### src/rtl/decode_ctrl_if.sv
// ID-stage / EX-stage control bus of the decode controller.
// master = pipeline side feeding ID, slave = decode_ctrl.
interface decode_ctrl_if #(parameter int CNT_W = 16);
  logic [31:0]      instr_d;
  logic             valid_d;
  logic             pc_src_e;
  logic [2:0]       imm_src_d;
  logic             reg_write_e;
  logic [1:0]       result_src_e;
  logic             mem_write_e;
  logic             branch_e;
  logic             jump_e;
  logic             alu_src_e;
  logic [1:0]       alu_op_e;
  logic [2:0]       funct3_e;
  logic             funct7b5_e;
  logic [4:0]       rd_e;
  logic [4:0]       rs1_e;
  logic [4:0]       rs2_e;
  logic             valid_e;
  logic             illegal_e;
  logic             stall_f;
  logic             stall_d;
  logic             flush_d;
  logic [CNT_W-1:0] stall_cnt;

  modport master (
    output instr_d, valid_d, pc_src_e,
    input  imm_src_d, reg_write_e, result_src_e, mem_write_e, branch_e, jump_e,
           alu_src_e, alu_op_e, funct3_e, funct7b5_e, rd_e, rs1_e, rs2_e,
           valid_e, illegal_e, stall_f, stall_d, flush_d, stall_cnt
  );

  modport slave (
    input  instr_d, valid_d, pc_src_e,
    output imm_src_d, reg_write_e, result_src_e, mem_write_e, branch_e, jump_e,
           alu_src_e, alu_op_e, funct3_e, funct7b5_e, rd_e, rs1_e, rs2_e,
           valid_e, illegal_e, stall_f, stall_d, flush_d, stall_cnt
  );
endinterface

### src/rtl/decode_ctrl.sv
// RV32I decode-stage controller: opcode decode, ID/EX control register,
// load-use hazard detection with IF/ID stall/flush, saturating stall counter.
module decode_ctrl #(
  parameter int CNT_W = 16
) (
  input logic          clk,
  input logic          rst_n,
  decode_ctrl_if.slave bus
);

  localparam logic [6:0] OP_LOAD  = 7'b0000011;
  localparam logic [6:0] OP_STORE = 7'b0100011;
  localparam logic [6:0] OP_R     = 7'b0110011;
  localparam logic [6:0] OP_IALU  = 7'b0010011;
  localparam logic [6:0] OP_BR    = 7'b1100011;
  localparam logic [6:0] OP_JAL   = 7'b1101111;
  localparam logic [6:0] OP_JALR  = 7'b1100111;
  localparam logic [6:0] OP_LUI   = 7'b0110111;
  localparam logic [6:0] OP_AUIPC = 7'b0010111;

  localparam logic [2:0] IMM_I = 3'b000;
  localparam logic [2:0] IMM_S = 3'b001;
  localparam logic [2:0] IMM_B = 3'b010;
  localparam logic [2:0] IMM_J = 3'b011;
  localparam logic [2:0] IMM_U = 3'b100;

  localparam logic [1:0] RES_ALU = 2'b00;
  localparam logic [1:0] RES_MEM = 2'b01;
  localparam logic [1:0] RES_PC4 = 2'b10;
  localparam logic [1:0] RES_IMM = 2'b11;

  localparam logic [1:0] ALU_ADD = 2'b00;
  localparam logic [1:0] ALU_SUB = 2'b01;
  localparam logic [1:0] ALU_FN  = 2'b10;

  typedef struct packed {
    logic       reg_write;
    logic [1:0] result_src;
    logic       mem_write;
    logic       branch;
    logic       jump;
    logic       alu_src;
    logic [1:0] alu_op;
    logic [2:0] imm_src;
    logic       use_rs1;
    logic       use_rs2;
    logic       illegal;
  } dec_t;

  typedef struct packed {
    logic       valid;
    logic       reg_write;
    logic [1:0] result_src;
    logic       mem_write;
    logic       branch;
    logic       jump;
    logic       alu_src;
    logic [1:0] alu_op;
    logic [2:0] funct3;
    logic       funct7b5;
    logic [4:0] rd;
    logic [4:0] rs1;
    logic [4:0] rs2;
    logic       illegal;
  } ex_t;

  dec_t             dec;
  ex_t              ex_q, ex_d;
  logic [CNT_W-1:0] cnt_q, cnt_d;
  logic [4:0]       rs1_d, rs2_d, rd_d;
  logic             ld_in_ex;
  logic             lwstall;
  logic             flush_e;

  assign rd_d  = bus.instr_d[11:7];
  assign rs1_d = bus.instr_d[19:15];
  assign rs2_d = bus.instr_d[24:20];

  // Opcode decode; unknown opcodes leave every enable low and flag illegal.
  always_comb begin
    dec = '0;
    unique case (bus.instr_d[6:0])
      OP_LOAD: begin
        dec.imm_src = IMM_I; dec.reg_write = 1'b1; dec.result_src = RES_MEM;
        dec.alu_src = 1'b1;  dec.alu_op = ALU_ADD; dec.use_rs1 = 1'b1;
      end
      OP_STORE: begin
        dec.imm_src = IMM_S; dec.mem_write = 1'b1; dec.alu_src = 1'b1;
        dec.alu_op = ALU_ADD; dec.use_rs1 = 1'b1; dec.use_rs2 = 1'b1;
      end
      OP_R: begin
        dec.reg_write = 1'b1; dec.result_src = RES_ALU; dec.alu_op = ALU_FN;
        dec.use_rs1 = 1'b1;   dec.use_rs2 = 1'b1;
      end
      OP_IALU: begin
        dec.imm_src = IMM_I; dec.reg_write = 1'b1; dec.alu_src = 1'b1;
        dec.alu_op = ALU_FN; dec.use_rs1 = 1'b1;
      end
      OP_BR: begin
        dec.imm_src = IMM_B; dec.branch = 1'b1; dec.alu_op = ALU_SUB;
        dec.use_rs1 = 1'b1;  dec.use_rs2 = 1'b1;
      end
      OP_JAL: begin
        dec.imm_src = IMM_J; dec.reg_write = 1'b1; dec.jump = 1'b1;
        dec.result_src = RES_PC4;
      end
      OP_JALR: begin
        dec.imm_src = IMM_I; dec.reg_write = 1'b1; dec.jump = 1'b1;
        dec.result_src = RES_PC4; dec.alu_src = 1'b1; dec.alu_op = ALU_ADD;
        dec.use_rs1 = 1'b1;
      end
      OP_LUI: begin
        dec.imm_src = IMM_U; dec.reg_write = 1'b1; dec.result_src = RES_IMM;
      end
      OP_AUIPC: begin
        dec.imm_src = IMM_U; dec.reg_write = 1'b1; dec.alu_src = 1'b1;
        dec.alu_op = ALU_ADD;
      end
      default: dec.illegal = 1'b1;
    endcase
  end

  // Load-use hazard: a real load with a non-x0 target sits in EX and the
  // real instruction in ID reads that register. A redirect in EX overrides
  // the stall, since the ID instruction is being discarded anyway.
  always_comb begin
    ld_in_ex = ex_q.valid & (ex_q.result_src == RES_MEM) & (ex_q.rd != 5'd0);
    lwstall  = ld_in_ex & bus.valid_d & ~bus.pc_src_e &
               ((dec.use_rs1 & (rs1_d == ex_q.rd)) |
                (dec.use_rs2 & (rs2_d == ex_q.rd)));
    flush_e  = lwstall | bus.pc_src_e;
  end

  // Next ID/EX contents: bubble on stall or redirect, otherwise the decoded
  // bundle. Anything with a side effect (rd write, store, PC redirect) is
  // qualified by valid_d so an ID bubble can never act in EX.
  always_comb begin
    ex_d = '0;
    if (!flush_e) begin
      ex_d.valid      = bus.valid_d;
      ex_d.reg_write  = dec.reg_write & bus.valid_d;
      ex_d.result_src = dec.result_src;
      ex_d.mem_write  = dec.mem_write & bus.valid_d;
      ex_d.branch     = dec.branch & bus.valid_d;
      ex_d.jump       = dec.jump & bus.valid_d;
      ex_d.alu_src    = dec.alu_src;
      ex_d.alu_op     = dec.alu_op;
      ex_d.funct3     = bus.instr_d[14:12];
      ex_d.funct7b5   = bus.instr_d[30];
      ex_d.rd         = rd_d;
      ex_d.rs1        = rs1_d;
      ex_d.rs2        = rs2_d;
      ex_d.illegal    = dec.illegal & bus.valid_d;
    end
  end

  // ID/EX register; EX is never held, so it loads every cycle.
  always_ff @(posedge clk) begin
    if (!rst_n) ex_q <= '0;
    else        ex_q <= ex_d;
  end

  // Saturating load-use stall counter next state.
  always_comb begin
    cnt_d = cnt_q;
    if (lwstall && (cnt_q != {CNT_W{1'b1}})) cnt_d = cnt_q + CNT_W'(1);
  end

  // Stall counter register.
  always_ff @(posedge clk) begin
    if (!rst_n) cnt_q <= '0;
    else        cnt_q <= cnt_d;
  end

  assign bus.imm_src_d    = dec.imm_src;
  assign bus.reg_write_e  = ex_q.reg_write;
  assign bus.result_src_e = ex_q.result_src;
  assign bus.mem_write_e  = ex_q.mem_write;
  assign bus.branch_e     = ex_q.branch;
  assign bus.jump_e       = ex_q.jump;
  assign bus.alu_src_e    = ex_q.alu_src;
  assign bus.alu_op_e     = ex_q.alu_op;
  assign bus.funct3_e     = ex_q.funct3;
  assign bus.funct7b5_e   = ex_q.funct7b5;
  assign bus.rd_e         = ex_q.rd;
  assign bus.rs1_e        = ex_q.rs1;
  assign bus.rs2_e        = ex_q.rs2;
  assign bus.valid_e      = ex_q.valid;
  assign bus.illegal_e    = ex_q.illegal;
  assign bus.stall_f      = lwstall;
  assign bus.stall_d      = lwstall;
  assign bus.flush_d      = bus.pc_src_e;
  assign bus.stall_cnt    = cnt_q;

  // Instruction bits that only matter to the immediate extender / ALU decode.
  logic unused_instr_bits;
  assign unused_instr_bits = &{1'b0, bus.instr_d[31], bus.instr_d[29:25]};

endmodule

### src/flat_wrapper.sv
// flat-port wrapper written by rule: the top's interface ports become plain ports
module decode_ctrl_flat 
#(
  parameter int CNT_W = 16
)
  (clk, rst_n, bus_instr_d, bus_valid_d, bus_pc_src_e, bus_imm_src_d, bus_reg_write_e, bus_result_src_e, bus_mem_write_e, bus_branch_e, bus_jump_e, bus_alu_src_e, bus_alu_op_e, bus_funct3_e, bus_funct7b5_e, bus_rd_e, bus_rs1_e, bus_rs2_e, bus_valid_e, bus_illegal_e, bus_stall_f, bus_stall_d, bus_flush_d, bus_stall_cnt);
  decode_ctrl_if #(.CNT_W(CNT_W)) bus_i ();
  input logic clk;
  input logic rst_n;
  input wire logic [$bits(bus_i.instr_d)-1:0] bus_instr_d;
  input wire logic [$bits(bus_i.valid_d)-1:0] bus_valid_d;
  input wire logic [$bits(bus_i.pc_src_e)-1:0] bus_pc_src_e;
  output wire logic [$bits(bus_i.imm_src_d)-1:0] bus_imm_src_d;
  output wire logic [$bits(bus_i.reg_write_e)-1:0] bus_reg_write_e;
  output wire logic [$bits(bus_i.result_src_e)-1:0] bus_result_src_e;
  output wire logic [$bits(bus_i.mem_write_e)-1:0] bus_mem_write_e;
  output wire logic [$bits(bus_i.branch_e)-1:0] bus_branch_e;
  output wire logic [$bits(bus_i.jump_e)-1:0] bus_jump_e;
  output wire logic [$bits(bus_i.alu_src_e)-1:0] bus_alu_src_e;
  output wire logic [$bits(bus_i.alu_op_e)-1:0] bus_alu_op_e;
  output wire logic [$bits(bus_i.funct3_e)-1:0] bus_funct3_e;
  output wire logic [$bits(bus_i.funct7b5_e)-1:0] bus_funct7b5_e;
  output wire logic [$bits(bus_i.rd_e)-1:0] bus_rd_e;
  output wire logic [$bits(bus_i.rs1_e)-1:0] bus_rs1_e;
  output wire logic [$bits(bus_i.rs2_e)-1:0] bus_rs2_e;
  output wire logic [$bits(bus_i.valid_e)-1:0] bus_valid_e;
  output wire logic [$bits(bus_i.illegal_e)-1:0] bus_illegal_e;
  output wire logic [$bits(bus_i.stall_f)-1:0] bus_stall_f;
  output wire logic [$bits(bus_i.stall_d)-1:0] bus_stall_d;
  output wire logic [$bits(bus_i.flush_d)-1:0] bus_flush_d;
  output wire logic [$bits(bus_i.stall_cnt)-1:0] bus_stall_cnt;
  assign bus_i.instr_d = bus_instr_d;
  assign bus_i.valid_d = bus_valid_d;
  assign bus_i.pc_src_e = bus_pc_src_e;
  assign bus_imm_src_d = bus_i.imm_src_d;
  assign bus_reg_write_e = bus_i.reg_write_e;
  assign bus_result_src_e = bus_i.result_src_e;
  assign bus_mem_write_e = bus_i.mem_write_e;
  assign bus_branch_e = bus_i.branch_e;
  assign bus_jump_e = bus_i.jump_e;
  assign bus_alu_src_e = bus_i.alu_src_e;
  assign bus_alu_op_e = bus_i.alu_op_e;
  assign bus_funct3_e = bus_i.funct3_e;
  assign bus_funct7b5_e = bus_i.funct7b5_e;
  assign bus_rd_e = bus_i.rd_e;
  assign bus_rs1_e = bus_i.rs1_e;
  assign bus_rs2_e = bus_i.rs2_e;
  assign bus_valid_e = bus_i.valid_e;
  assign bus_illegal_e = bus_i.illegal_e;
  assign bus_stall_f = bus_i.stall_f;
  assign bus_stall_d = bus_i.stall_d;
  assign bus_flush_d = bus_i.flush_d;
  assign bus_stall_cnt = bus_i.stall_cnt;
  decode_ctrl #(.CNT_W(CNT_W)) u_core (.clk(clk), .rst_n(rst_n), .bus(bus_i));
endmodule
### config.mk
export PLATFORM = sky130hd
export DESIGN_NAME = decode_ctrl_flat
export DESIGN_NICKNAME = d
export VERILOG_FILES = /design/src/rtl/decode_ctrl_if.sv /design/src/rtl/decode_ctrl.sv /design/src/flat_wrapper.sv
export SDC_FILE = /design/constraint.sdc
export NUM_CORES = 1
export LEC_CHECK = 0
export ABC_AREA = 1
export BUFFER_PORTS_ARGS = -buffer_cell sky130_fd_sc_hd__buf_2
export CORE_ASPECT_RATIO = 1.25
export CORE_MARGIN = 10
export CORE_UTILIZATION = 53
export CTS_CLUSTER_SIZE = 8
export DETAILED_ROUTE_END_ITERATION = 8
export PLACE_DENSITY = 0.84
export SLEW_MARGIN = 20
export SYNTH_ARGS = -nofsm -noshare
export SYNTH_HDL_FRONTEND = slang
export SYNTH_SLANG_ARGS = --single-unit
### constraint.sdc
create_clock -name clk -period 2.45 [get_ports clk]
set_clock_uncertainty 0.1 [all_clocks]
set_input_delay 0.1225 -clock clk [delete_from_list [all_inputs] [get_ports clk]]
set_output_delay 0.1225 -clock clk [all_outputs]
set_load 0.005 [all_outputs]
# Word level (Yosys, flattened, before mapping)
# Cells that the tools add are included.
word_totals:
  reg_bits: 46
  ramBits: 0
  elab_cells: 67
  romBits: 0
  memories: 0
  input_bits: 36
  latchBits: 0
  output_inout_bits: 52
classes:
  eq_ne: 13
  add_sub_neg: 1
  n_reduce_logical: 11
  mux: 11
  mul: 0
  div: 0
  bitwise_logic: 16
  magnitude_cmp: 0
  n_shift: 0
op_table:
  columns: ["operator", "n"]
  rows:
  - ["equality test 7 x 6 -> 1 bit (second input constant)", 3]
  - ["equality test 7 bit (second input constant)", 3]
  - ["adder 16 x 1 -> 16 bit (second input constant)", 1]
  - ["inequality test 16 bit (second input constant)", 1]
  - ["equality test 7 x 5 -> 1 bit (second input constant)", 2]
  - ["AND 1 bit", 12]
  - ["case mux 3 bit (4 select lines)", 1]
  - ["equality test 5 bit", 2]
  - ["OR reduction 9 bit", 1]
  - ["two-way mux 1 bit", 8]
  - ["OR reduction 2 bit", 4]
  - ["equality test 7 x 2 -> 1 bit (second input constant)", 1]
  - ["OR reduction 7 bit", 1]
  - ["case mux 2 bit (3 select lines)", 1]
  - ["OR reduction 6 bit", 1]
  - ["nonzero test 5 bit", 1]
  - ["OR reduction 5 bit", 1]
  - ["case mux 2 bit (2 select lines)", 1]
  - ["OR reduction 3 bit", 1]
  - ["equality test 2 x 1 -> 1 bit (second input constant)", 1]
  - ["NOT 1 bit", 2]
  - ["bitwise OR 1 bit", 2]
  - ["logical AND 1 bit", 1]

# Depth between registers and ports, before layout
logic_depth:
  word_depth: 8
  ltp_mapped: 13
  ltp_nobuf: 12

# Worst setup path before layout
# Ideal clock, no wire load.
synth_path:
  path_type: "reg2reg"
  start: "register u_core.cnt_q[0] (netlist: u_core.bus.stall_cnt[0])"
  end: "register u_core.cnt_q[15] (netlist: u_core.bus.stall_cnt[15])"
  period_less_slack_ns: 1.644
  t_required_ns: 2.240
  path_buffers: 1
  t_arrival_ns: 1.434
  path_slack_ns: 0.806
  stages_incl_launch_ff: 12
  setup_time_ns: 0.110
  cell_sequence: "dfxtp_1 > ha_1 > nand2_1 > nor2_2 > nand4_1 > buf_2 > nand3b_1 > nor2_1 > nand3_1 > nand2_1 > inv_1 > nor2_1"
synth_between:
  elab_chain_len: 2
  elab_cells_between_ends: 3
  cone_classes: "add/sub (1); eq/ne (1); reduce/logical (1)"
synth_lines:
  columns: ["item", "line", "source"]
  rows:
  - ["start: declaration", "decode_ctrl.sv:69", "logic [CNT_W-1:0] cnt_q, cnt_d;"]
  - ["start signal: assignment", "decode_ctrl.sv:172", "else cnt_q <= cnt_d;"]
  - ["parallel branches: the longest is 2 deep, another holds adder 16 x 1 -> 16 bit", null, null]
# Several ways; the timed one is not identified.
# A chain may end at the register's enable or synchronous reset.

# Worst setup path after layout
layout_path:
  start: "input bus_instr_d[17]"
  end: "output bus_stall_f"
layout_between:
  elab_chain_len: 4
layout_lines:
  columns: ["item", "line", "source"]
  rows:
  - ["start: declaration", "flat_wrapper.sv:10", "input wire logic [$bits(bus_i.instr_d)-1:0] bus_instr_d;"]
  - ["equality test 5 bit", "decode_ctrl.sv:129", "((dec.use_rs1 & (rs1_d == ex_q.rd)) |"]
  - ["AND 1 bit", "decode_ctrl.sv:129", null]
  - ["bitwise OR 1 bit", "decode_ctrl.sv:129", null]
  - ["AND 1 bit", "decode_ctrl.sv:128", "lwstall = ld_in_ex & bus.valid_d & ~bus.pc_src_e &"]
  - ["end: declaration", "flat_wrapper.sv:28", "output wire logic [$bits(bus_i.stall_f)-1:0] bus_stall_f;"]
# Every way passes these cells.

==> summary.md <==
| Metric | Value |
|---|---|
| Largest net degree at the start of global routing | `30` |
| Endpoint of the lowest-slack register-to-register path | `u_core.bus.stall_cnt[2]` |
| Clock sink total | `46` |
| Final worst path period need | `2.022 ns` |
| Top-count cell post-synth | `inv_1` |
| GRT Total Usage | `18.11%` |
| DRT antenna net count | `0` |
| Number of synthesized flops with an enable pin | `0` |
| Hold WC Path Type | `primary input to register` |
| Post-synth top area cell | `dfxtp_1` |
| Initial antenna violation count | `0` |
| GRT overflow | `0` |
| HPWL after DPL | `4913 um` |
| Max layer used | `met4` |
| Via density | `4.911` |
| Die Height | `95.78 um` |
| Crit path capture type | `output port` |
| Hold Path Stages | `3` |
| CTS Hold Buffers Added | `19` |
| Cell count after synthesis | `365` |
| Async S/R FF share, synth | `0%` |
| Synth cell count leaders | `86 x inv_1, 64 x nand2_1, 52 x nor2_1` |
| I/O pins | `88` |
| DP Area | `2830 um2` |
| Port bufs | `81` |
| Worst EP arrival | `1.80 ns` |
| Relative slew margins | `72.82%` |
| Drt drc | `0` |
| Routability congestion estimate | `0.9105` |
| Sequential area share after synthesis | `37.82%` |
| Post-layout power | `1505 uW` |
| Final Max Tran Viols | `0` |
| N_diodes | `0` |
| Average cell area after synthesis | `6.671 um2` |
| Top post-synthesis cells by area | `dfxtp_1 38%, inv_1 13%, nand2_1 9.9%` |
| Worst reg2reg path depth | `9` |
| M1 wire length | `2498 um` |
| CP startpoint kind | `primary input` |
| Dpl ws | `0.5374 ns` |
| Netlist Area Pre-Place | `2435 um2` |
| Flop and latch count out of synthesis | `46` |
| H-Tree Level Count | `2` |
| Crit share post-route | `82.52%` |
| Post-synthesis cell type count | `26` |
| Core Util, Final | `70.79%` |
| CTS Buf Count | `5` |
| WL met2 | `3633 um` |
| Met3 routed WL | `545 um` |
| Wire length of the first global-routing pass | `11180 um` |
| Clock Latency Late Sink | `0.30 ns` |
| Core box area | `4425 um2` |
| Clock tree buffer depth | `2` |
| CTS tree | `done` |
| Maximum vdd ir drop | `0.0004549 V` |
| Nets | `497` |
| Layout area overhead | `28.67%` |
| Worst hold endpoint | `u_core.bus.branch_e` |
| RR Startpoint | `u_core.bus.rd_e[2]` |
| DIE AREA | `7722 um2` |
| Static leakage | `0.001735 uW` |
| Final setup TNS | `0 ns` |
| R2R setup slack | `0.53 ns` |
| Root Driver | `clkbuf_8` |
| Fmax | `494.6 MHz` |
| Endpoints failing setup | `0` |
| Vias in the first global route | `2532` |
| Worst setup margin | `0.4283 ns` |
| Ys flop type | `dfxtp_1` |
| Final WL | `6889 um` |
| Die W | `80.63 um` |
| Yosys warns | `0` |
| Status | `complete, no violations` |
| Synth Net Count | `402` |
| Crit-path max FO | `7` |
| CTS resizes | `0` |
| # Post-CTS Setup Buffers | `0` |
| Unrepaired setup endpoints after global routing | `false` |
| Worst-path clk slew | `0.08 ns` |
| P per Cell Area | `480.3 nW/um2` |
| Final Hold Vio Count | `0` |
| Vias | `2544` |
| Drt wl/cell | `13.30 um` |
| Max Cap Violations | `0` |
| Row cnt | `27` |
| Slew @ Worst Pin | `0.4063 ns` |
| Post-synth top area share | `37.82%` |
| First-pass DRT Iterations | `5` |
| Type of the worst setup path | `primary input to output port` |
| CP required | `2.23 ns` |
| Final instance area | `3133 um2` |
| Share of cells above drive strength 1 | `26.30%` |
| Min-delay src | `bus_valid_d` |
| Initial DRC count | `197` |
| Starting Density | `55.02%` |
-- power by group --
group / internal [uW] / switching (uW)
Clock: 326 / 254
Combinational: 72.4 / 82.7
Sequential: 761 / 7.32
-- worst max path at each step --
stage | start | end | depth (start not counted) | slack (ns)
5_1_grt | bus_instr_d[17] | u_core.bus.stall_cnt[1] | 11 | 0.27
3_5_place_dp | bus_instr_d[3] | u_core.bus.stall_cnt[2] | 12 | 0.54
3_3_place_gp | u_core.bus.stall_cnt[0] | u_core.bus.stall_cnt[5] | 11 | 0.59
2_1_floorplan | u_core.bus.stall_cnt[0] | u_core.bus.stall_cnt[15] | 11 | 0.81
4_1_cts | bus_instr_d[18] | bus_stall_d | 10 | 0.51
6_report | bus_instr_d[17] | bus_stall_f | 10 | 0.43
-- layout make-up --
type	instances	area, um2
fillers	363	1292
clock inverters	1	30.03
well taps	58	72.57
multi-input cells	217	1082
flip-flops and latches	46	920.9
inverters	87	326.6
repair buffers	103	618.1
clock buffers	6	82.58
-- worst max-delay path, cell delays in order --
cell,delay [ns]
dlygate4sd3_1,0.54
buf_2,0.15
xnor2_1,0.19
nand3_1,0.11
nor2_1,0.15
nand2_2,0.09
nand2_2,0.16
nand2_4,0.10
inv_1,0.08
buf_2,0.11
-- state kept, by name, summed over array words and instances (netlist names) --
name	count
u_core.bus.rd_e	5
u_core.bus.illegal_e	1
u_core.bus.mem_write_e	1
u_core.bus.valid_e	1
u_core.bus.rs2_e	5
u_core.bus.branch_e	1
u_core.bus.jump_e	1
u_core.bus.funct3_e	3
u_core.bus.rs1_e	5
u_core.bus.reg_write_e	1
u_core.bus.alu_op_e	2
u_core.bus.funct7b5_e	1
u_core.bus.result_src_e	2
u_core.bus.alu_src_e	1
u_core.bus.stall_cnt	16
-- through the flow --
stage,instances,hold slack (ns)
CTS,518,0.008870
global placement,492,0.2440
floorplan,365,0.1347
finish,518,0.008264
detailed placement,492,0.2510
global route,518,0.02900
-- metal layers --
layer	GRT usage, %	up-vias
li1	-	1280
met1	17.81	1164
met2	32.98	84
met3	5.970	16
met4	9.118	0
met5	0	-
-- cells by family after synthesis --
group | after synthesis | synth area share [%]
compound gates | 6 | 1.233
xor+xnor | 10 | 3.597
fa+ha+maj | 1 | 0.5138
buf+inv | 102 | 17.73
flops | 46 | 37.82
simple gates | 200 | 39.11
-- layout by cell type (no fill, tap or decap), types with 2 or more instances in the layout --
cell | synthesis | layout
a21oi_1 | 4 | 4
buf_2 | 3 | 81
buf_4 | 6 | 3
clkbuf_8 | 0 | 6
dfxtp_1 | 46 | 46
dlygate4sd3_1 | 0 | 19
inv_1 | 86 | 86
nand2_1 | 64 | 64
nand2_2 | 4 | 4
nand2_4 | 2 | 2
nand3_1 | 22 | 22
nand3b_1 | 3 | 3
nand4_1 | 25 | 25
nor2_1 | 52 | 52
nor2_2 | 21 | 21
nor3_1 | 3 | 3
xnor2_1 | 4 | 4
xor2_1 | 6 | 6
Note: power is estimated with default switching activity, not from simulation.
